### config.mk
export PLATFORM = sky130hd
export DESIGN_NAME = s2c_call_arb_flat
export DESIGN_NICKNAME = d
export VERILOG_FILES = /design/src/rtl/s2c_call_arb_if.sv /design/src/rtl/s2c_call_arb.sv /design/src/flat_wrapper.sv
export SDC_FILE = /design/constraint.sdc
export NUM_CORES = 1
export LEC_CHECK = 0
export CORE_MARGIN = 2
export CORE_UTILIZATION = 40
export DETAILED_ROUTE_END_ITERATION = 12
export HOLD_SLACK_MARGIN = 0.12
export PLACE_DENSITY_LB_ADDON = 0.05
export SYNTH_ARGS = -nofsm -noshare
export SYNTH_HDL_FRONTEND = slang
export SYNTH_SLANG_ARGS = --single-unit
### constraint.sdc
create_clock -name clk -period 3.5 [get_ports clk]
set_clock_uncertainty 0.15 [all_clocks]
set_input_delay 0.525 -clock clk [delete_from_list [all_inputs] [get_ports clk]]
set_output_delay 0.525 -clock clk [all_outputs]
set_load 0.02 [all_outputs]
### src/rtl/s2c_call_arb_if.sv
// Host call channel of s2c_call_arb: call issue towards the host and the host's response strobe.
// master = arbiter side, slave = host side.
interface s2c_call_arb_if #(
   parameter int FNW = 4,
   parameter int DW  = 32
);
   // Handshake: a call transfers on the rising edge where call_valid && call_ready.
   // Until then call_valid stays high and call_id/call_fn stay stable. resp_valid is
   // a single-cycle strobe with no back-pressure; resp_ret/resp_data are valid with it.
   logic           call_valid;
   logic           call_ready;
   logic [31:0]    call_id;
   logic [FNW-1:0] call_fn;
   logic           resp_valid;
   logic [31:0]    resp_ret;
   logic [DW-1:0]  resp_data;

   modport master (
      output call_valid, call_id, call_fn,
      input  call_ready, resp_valid, resp_ret, resp_data
   );

   modport slave (
      input  call_valid, call_id, call_fn,
      output call_ready, resp_valid, resp_ret, resp_data
   );
endinterface

### src/rtl/s2c_call_arb.sv
// Round-robin arbiter serialising N requesters' host calls onto one s2cif call channel.
// Optional response timeout enabled by defining S2C_ARB_TIMEOUT_EN.
module s2c_call_arb #(
   parameter int N           = 4,
   parameter int FNW         = 4,
   parameter int DW          = 32,
   parameter int BASE_ID     = 0,
   parameter int TIMEOUT_CYC = 1024
) (
   input  logic               clk,
   input  logic               rst,
   input  logic [N-1:0]       req,
   input  logic [N*FNW-1:0]   req_fn,
   output logic [N-1:0]       done,
   output logic [31:0]        rsp_ret,
   output logic [DW-1:0]      rsp_data,
   output logic [N-1:0]       ended,
   output logic               busy,
   output logic [1:0]         dbg_state,
   s2c_call_arb_if.master     host
);
   localparam int IW = (N > 1) ? $clog2(N) : 1;

   typedef enum logic [1:0] {
      IDLE  = 2'd0,
      ISSUE = 2'd1,
      WAIT  = 2'd2,
      DONE  = 2'd3
   } state_t;

   state_t         state;
   logic [IW-1:0]  rr;
   logic [IW-1:0]  sel;
   logic [IW-1:0]  pick;
   logic           pick_valid;
   logic [FNW-1:0] pick_fn;
   logic [N-1:0]   elig;

   assign dbg_state = state;

   // Ended requesters are masked out permanently (until reset).
   assign elig = req & ~ended;

   // First eligible index at or after ptr, wrapping; scanned downwards so the
   // smallest offset is the last one written.
   function automatic logic [IW:0] first_eligible(input logic [N-1:0] e,
                                                  input logic [IW-1:0] ptr);
      logic [IW:0] res;
      int          j;
      res = '0;
      for (int i = N - 1; i >= 0; i--) begin
         j = int'(ptr) + i;
         if (j >= N) j = j - N;
         if (e[IW'(j)]) res = {1'b1, IW'(j)};
      end
      return res;
   endfunction

   assign {pick_valid, pick} = first_eligible(elig, rr);

   always_comb begin
      pick_fn = '0;
      for (int k = 0; k < N; k++) begin
         if (pick == IW'(k)) pick_fn = req_fn[k*FNW +: FNW];
      end
   end

`ifdef S2C_ARB_TIMEOUT_EN
   localparam int CW = $clog2(TIMEOUT_CYC + 1);
   logic [CW-1:0] wait_cnt;
`else
   logic unused_timeout_cfg;
   assign unused_timeout_cfg = |TIMEOUT_CYC;
`endif

   always_ff @(posedge clk or posedge rst) begin
      if (rst) begin
         state           <= IDLE;
         rr              <= '0;
         sel             <= '0;
         done            <= '0;
         rsp_ret         <= '0;
         rsp_data        <= '0;
         ended           <= '0;
         busy            <= 1'b0;
         host.call_valid <= 1'b0;
         host.call_id    <= '0;
         host.call_fn    <= '0;
`ifdef S2C_ARB_TIMEOUT_EN
         wait_cnt        <= '0;
`endif
      end else begin
         done <= '0;
         case (state)
            IDLE: begin
               if (pick_valid) begin
                  sel             <= pick;
                  host.call_id    <= 32'(BASE_ID) + 32'(pick);
                  host.call_fn    <= pick_fn;
                  host.call_valid <= 1'b1;
                  busy            <= 1'b1;
                  rr              <= (pick == IW'(N - 1)) ? '0 : pick + IW'(1);
                  state           <= ISSUE;
               end
            end
            ISSUE: begin
               if (host.call_ready) begin
                  host.call_valid <= 1'b0;
                  state           <= WAIT;
`ifdef S2C_ARB_TIMEOUT_EN
                  wait_cnt        <= '0;
`endif
               end
            end
            WAIT: begin
               if (host.resp_valid) begin
                  rsp_ret   <= host.resp_ret;
                  rsp_data  <= host.resp_data;
                  done[sel] <= 1'b1;
                  if (host.resp_ret == 32'd1) ended[sel] <= 1'b1;
                  state     <= DONE;
`ifdef S2C_ARB_TIMEOUT_EN
               end else if (wait_cnt == CW'(TIMEOUT_CYC - 1)) begin
                  // The TIMEOUT_CYC-th WAIT cycle without a response completes the call with ret=2.
                  rsp_ret   <= 32'd2;
                  rsp_data  <= '0;
                  done[sel] <= 1'b1;
                  state     <= DONE;
               end else begin
                  wait_cnt  <= wait_cnt + CW'(1);
`endif
               end
            end
            DONE: begin
               busy  <= 1'b0;
               state <= IDLE;
            end
            default: state <= IDLE;
         endcase
      end
   end

   a_done_onehot: assert property (@(posedge clk) disable iff (rst) $onehot0(done));

   a_busy_state: assert property (@(posedge clk) disable iff (rst) busy == (state != IDLE));

   a_call_hold: assert property (@(posedge clk) disable iff (rst)
      host.call_valid && !host.call_ready |=>
         host.call_valid && $stable(host.call_id) && $stable(host.call_fn));

endmodule

### src/flat_wrapper.sv
// flat-port wrapper written by rule: the top's interface ports become plain ports
module s2c_call_arb_flat 
#(
   parameter int N           = 4,
   parameter int FNW         = 4,
   parameter int DW          = 32,
   parameter int BASE_ID     = 0,
   parameter int TIMEOUT_CYC = 1024
)
  (clk, rst, req, req_fn, done, rsp_ret, rsp_data, ended, busy, dbg_state, host_call_valid, host_call_id, host_call_fn, host_call_ready, host_resp_valid, host_resp_ret, host_resp_data);
  s2c_call_arb_if #(.FNW(FNW), .DW(DW)) host_i ();
  input  logic clk;
  input  logic rst;
  input  logic [N-1:0] req;
  input  logic [N*FNW-1:0] req_fn;
  output logic [N-1:0] done;
  output logic [31:0] rsp_ret;
  output logic [DW-1:0] rsp_data;
  output logic [N-1:0] ended;
  output logic busy;
  output logic [1:0] dbg_state;
  output wire logic [$bits(host_i.call_valid)-1:0] host_call_valid;
  output wire logic [$bits(host_i.call_id)-1:0] host_call_id;
  output wire logic [$bits(host_i.call_fn)-1:0] host_call_fn;
  input wire logic [$bits(host_i.call_ready)-1:0] host_call_ready;
  input wire logic [$bits(host_i.resp_valid)-1:0] host_resp_valid;
  input wire logic [$bits(host_i.resp_ret)-1:0] host_resp_ret;
  input wire logic [$bits(host_i.resp_data)-1:0] host_resp_data;
  assign host_call_valid = host_i.call_valid;
  assign host_call_id = host_i.call_id;
  assign host_call_fn = host_i.call_fn;
  assign host_i.call_ready = host_call_ready;
  assign host_i.resp_valid = host_resp_valid;
  assign host_i.resp_ret = host_resp_ret;
  assign host_i.resp_data = host_resp_data;
  s2c_call_arb #(.N(N), .FNW(FNW), .DW(DW), .BASE_ID(BASE_ID), .TIMEOUT_CYC(TIMEOUT_CYC)) u_core (.clk(clk), .rst(rst), .req(req), .req_fn(req_fn), .done(done), .rsp_ret(rsp_ret), .rsp_data(rsp_data), .ended(ended), .busy(busy), .dbg_state(dbg_state), .host(host_i));
endmodule
==> flow_summary.ini <==
[clock_tree]
cts.sinks = 84
cts_hold_buf = 0
post_cts_buffers = 0
ctsLongestPathBuffers = 2
cts_resized = 0
clk_latency_ns = 0.34
cts-root-buf = clkbuf_8
tritoncts = done
htree_levels = 3
numCtsBuffers = 9
clk_pin_slew_ns = 0.08

[worst_setup_path]
end_kind = flip-flop
crit_fanout = 9
worst-setup-path-type = input port to flip-flop
cp_cell_sequence = clkdlybuf4s50_1 > nor2b_2 > mux2i_1 > o211ai_1 > inv_1 > ha_1 > a311o_1 > a2111oi_2
cp.arrival_ns = 2.95
critPathSlowestCell = clkdlybuf4s50_1
startpoint = req[0]
r2r_start = u_core.ended[0]$_DFFE_PP0P_
required_ns = 3.57
slowest_delay_ns = 0.50
r2r_slack_ns = 0.87
worstSetupStartpointType = input port

[synthesis]
yosys.area_share.simple = 0.0768
synth_area_um2 = 3850
synthMuxAreaShare = 0.193
netlist_instances = 296
yosysUniqueCellTypes = 43
synth_ff_type = dfrtp_1
synth_xor_area_frac = 0
synth_top_family_by_area = multiplexers
yosys_warnings = 0
synth_compound_area_frac = 0.0719
synth_async_sr_flop_share = 1.00
seq_area_frac_synth = 0.547
ys_ff_latch = 84
synth.avg_cell_area_um2 = 13.0
synth-edff-count = 0
synthAdderAreaFrac = 0.0293

[routing]
routed_wl_mm = 9.18
vias_per_cell = 4.80
num_vias = 2878
wl_per_cell_um = 15.3
post-route-drc-count = 0
ant_nets = 0
firstDrtPassIters = 4
drt_iter0_markers = 124

[floorplanning]
dieArea_um2 = 10400
core_um2 = 9280
ios = 200
die_x_um = 102
rows = 35
die_height_um = 102
initial_core_util = 0.414

[sta]
relSlewSlack = 0.392
timing.final.ws_setup_ns = 0.621
tns_ns = 0
final-hold-violation-count = 0
setup_viol = 0
finalCritPeriodShare = 0.822
fin_crit_ns = 2.88
tightestPinTransition_ns = 0.912
fmax_mhz = 347
drv_slew = 0
rsz0062_at_grt = false

[placed_design]
postPlaceCellArea_um2 = 5570
dp_slack_ns = 0.321
port_buffers = 169
gp_congestion = 0.839
dpl.hpwl_mm = 6.89

[outcome]
status = finished, final reports clean

[global_route]
grt_pass1_vias = 2855
grt_use_total = 0.178
antenna_found_initial = 0
grt_max_degree = 46
overflow = 0
grt_pass1_wl_mm = 14.3

[power_and_ir_drop]
peakVddDrop_v = 0.000513
pwr_density_cell_nw_per_um2 = 863
p_leak_nw = 2.47

[worst_hold_path]
min_path_type = flip-flop to flip-flop
hp-start = u_core.rsp_data[23]$_DFFE_PP0P_

[finish]
area_delta_synth_final_pct = 50.0
layout.nets = 563
antenna_cells = 0
fin_area_um2 = 5770
drive_gt1_frac = 0.189

[job]
max-cap-violations = 0
-- per-layer routing --
layer	wire (um)	global-route usage	vias to the layer above
met5	0	0	-
met4	144	0.0718	0
met3	896	0.0670	9
met2	4340	0.280	136
met1	3800	0.222	1406
li1	-	-	1327
-- worst max-delay path: cells and delay by family --
family                     cells  cell delay (ns)
AOI/OAI and AO/OA              3             1.05
adders and majority gates      1             0.32
buffers and inverters          2             0.62
muxes                          1             0.12
and+or+nand+nor                1             0.32
-- registers in the layout, summed over array words and instances, names as in the netlist --
name and cells:
u_core.ended 4, u_core.dbg_state 2, u_core.sel 2, u_core.done 4, u_core.rsp_data 32, u_core.host.call_fn 4
u_core.host.call_valid 1, u_core.busy 1, u_core.rsp_ret 32, u_core.rr 2
-- area by class of cell --
type | count | area [um^2]
fill | 785 | 3510
sequential | 84 | 2100
timing repair buffer | 171 | 1720
multi-input combinational | 189 | 1540
tap | 129 | 161
clock buffer | 13 | 159
clock inverter | 3 | 45.0
inverter | 11 | 42.5
-- where the power goes --
| group | total (W) | leakage (nW) | internal (W) | switching [W] |
|---|---|---|---|---|
| Clock | 0.000708 | 0.0959 | 0.000370 | 0.000338 |
| Sequential | 0.00168 | 1.01 | 0.00143 | 0.000256 |
| Combinational | 0.00259 | 1.36 | 0.00137 | 0.00122 |
-- Yosys cell counts (3+ instances only) --
| library cell | n | area [um^2] |
|---|---|---|
| buf_4 | 30 | 225 |
| a31oi_1 | 5 | 31.3 |
| nor3b_1 | 4 | 30.0 |
| dfrtp_1 | 84 | 2100 |
| buf_2 | 5 | 25.0 |
| nand2_1 | 12 | 45.0 |
| o211ai_1 | 3 | 22.5 |
| nor4_1 | 9 | 56.3 |
| nor2_1 | 8 | 30.0 |
| a21o_1 | 4 | 30.0 |
| a221oi_1 | 3 | 26.3 |
| clkbuf_1 | 4 | 15.0 |
| a211o_1 | 4 | 35.0 |
| mux2_2 | 64 | 721 |
| a21oi_1 | 3 | 15.0 |
| inv_1 | 11 | 41.3 |
| ha_1 | 9 | 113 |
-- final timing paths --
kind | end | cells past startpoint
setup / recovery | u_core.rr[0]$_DFFE_PP0P_ | 8
hold / removal | u_core.rsp_data[23]$_DFFE_PP0P_ | 1
setup reg to reg | u_core.rr[0]$_DFFE_PP0P_ | 7
hold reg to reg | u_core.rsp_data[23]$_DFFE_PP0P_ | 1
max in group asynchronous | u_core.rsp_data[28]$_DFFE_PP0P_ | 3
min in group asynchronous | u_core.rsp_ret[3]$_DFFE_PP0P_ | 2
-- layout by cell type, fill, tap and decap left out, types with 3 or more instances in the layout --
| master | n |
|---|---|
| clkdlybuf4s50_1 | 169 |
| inv_1 | 10 |
| clkbuf_8 | 11 |
| conb_1 | 30 |
| nor4_1 | 9 |
| mux2_2 | 64 |
| nand2_1 | 12 |
| nor2_1 | 8 |
| dfrtp_1 | 84 |
| o211ai_1 | 3 |
| a31oi_1 | 5 |
| a21oi_1 | 3 |
| a21o_1 | 4 |
| nor3b_1 | 4 |
| a211o_1 | 4 |
| ha_1 | 9 |
| a221oi_1 | 3 |
-- per-stage QoR --
step / std cells / util / total power (W) / hold slack, ns
final: 600 / 0.621 / 0.00498 / 0.359
after global routing: 600 / 0.621 / 0.00529 / 0.372
after CTS: 600 / 0.621 / 0.00505 / 0.361
after detailed placement: 584 / 0.599 / 0.00431 / 0.342
after global placement: 584 / 0.599 / 0.00427 / 0.335
after floorplan: 325 / - / 0.00314 / 0.397
-- cells by family (layout without fill, tap and decap cells) --
kind of cell	Yosys count	count (layout)
AO/OA/AOI/OAI	33	33
other	1	30
AND/OR/NAND/NOR	51	51
flip-flops	84	84
buffers and inverters	52	198
adder cells (fa/ha/maj)	9	9
multiplexers	66	66
Power figures use the tool's default switching activity.
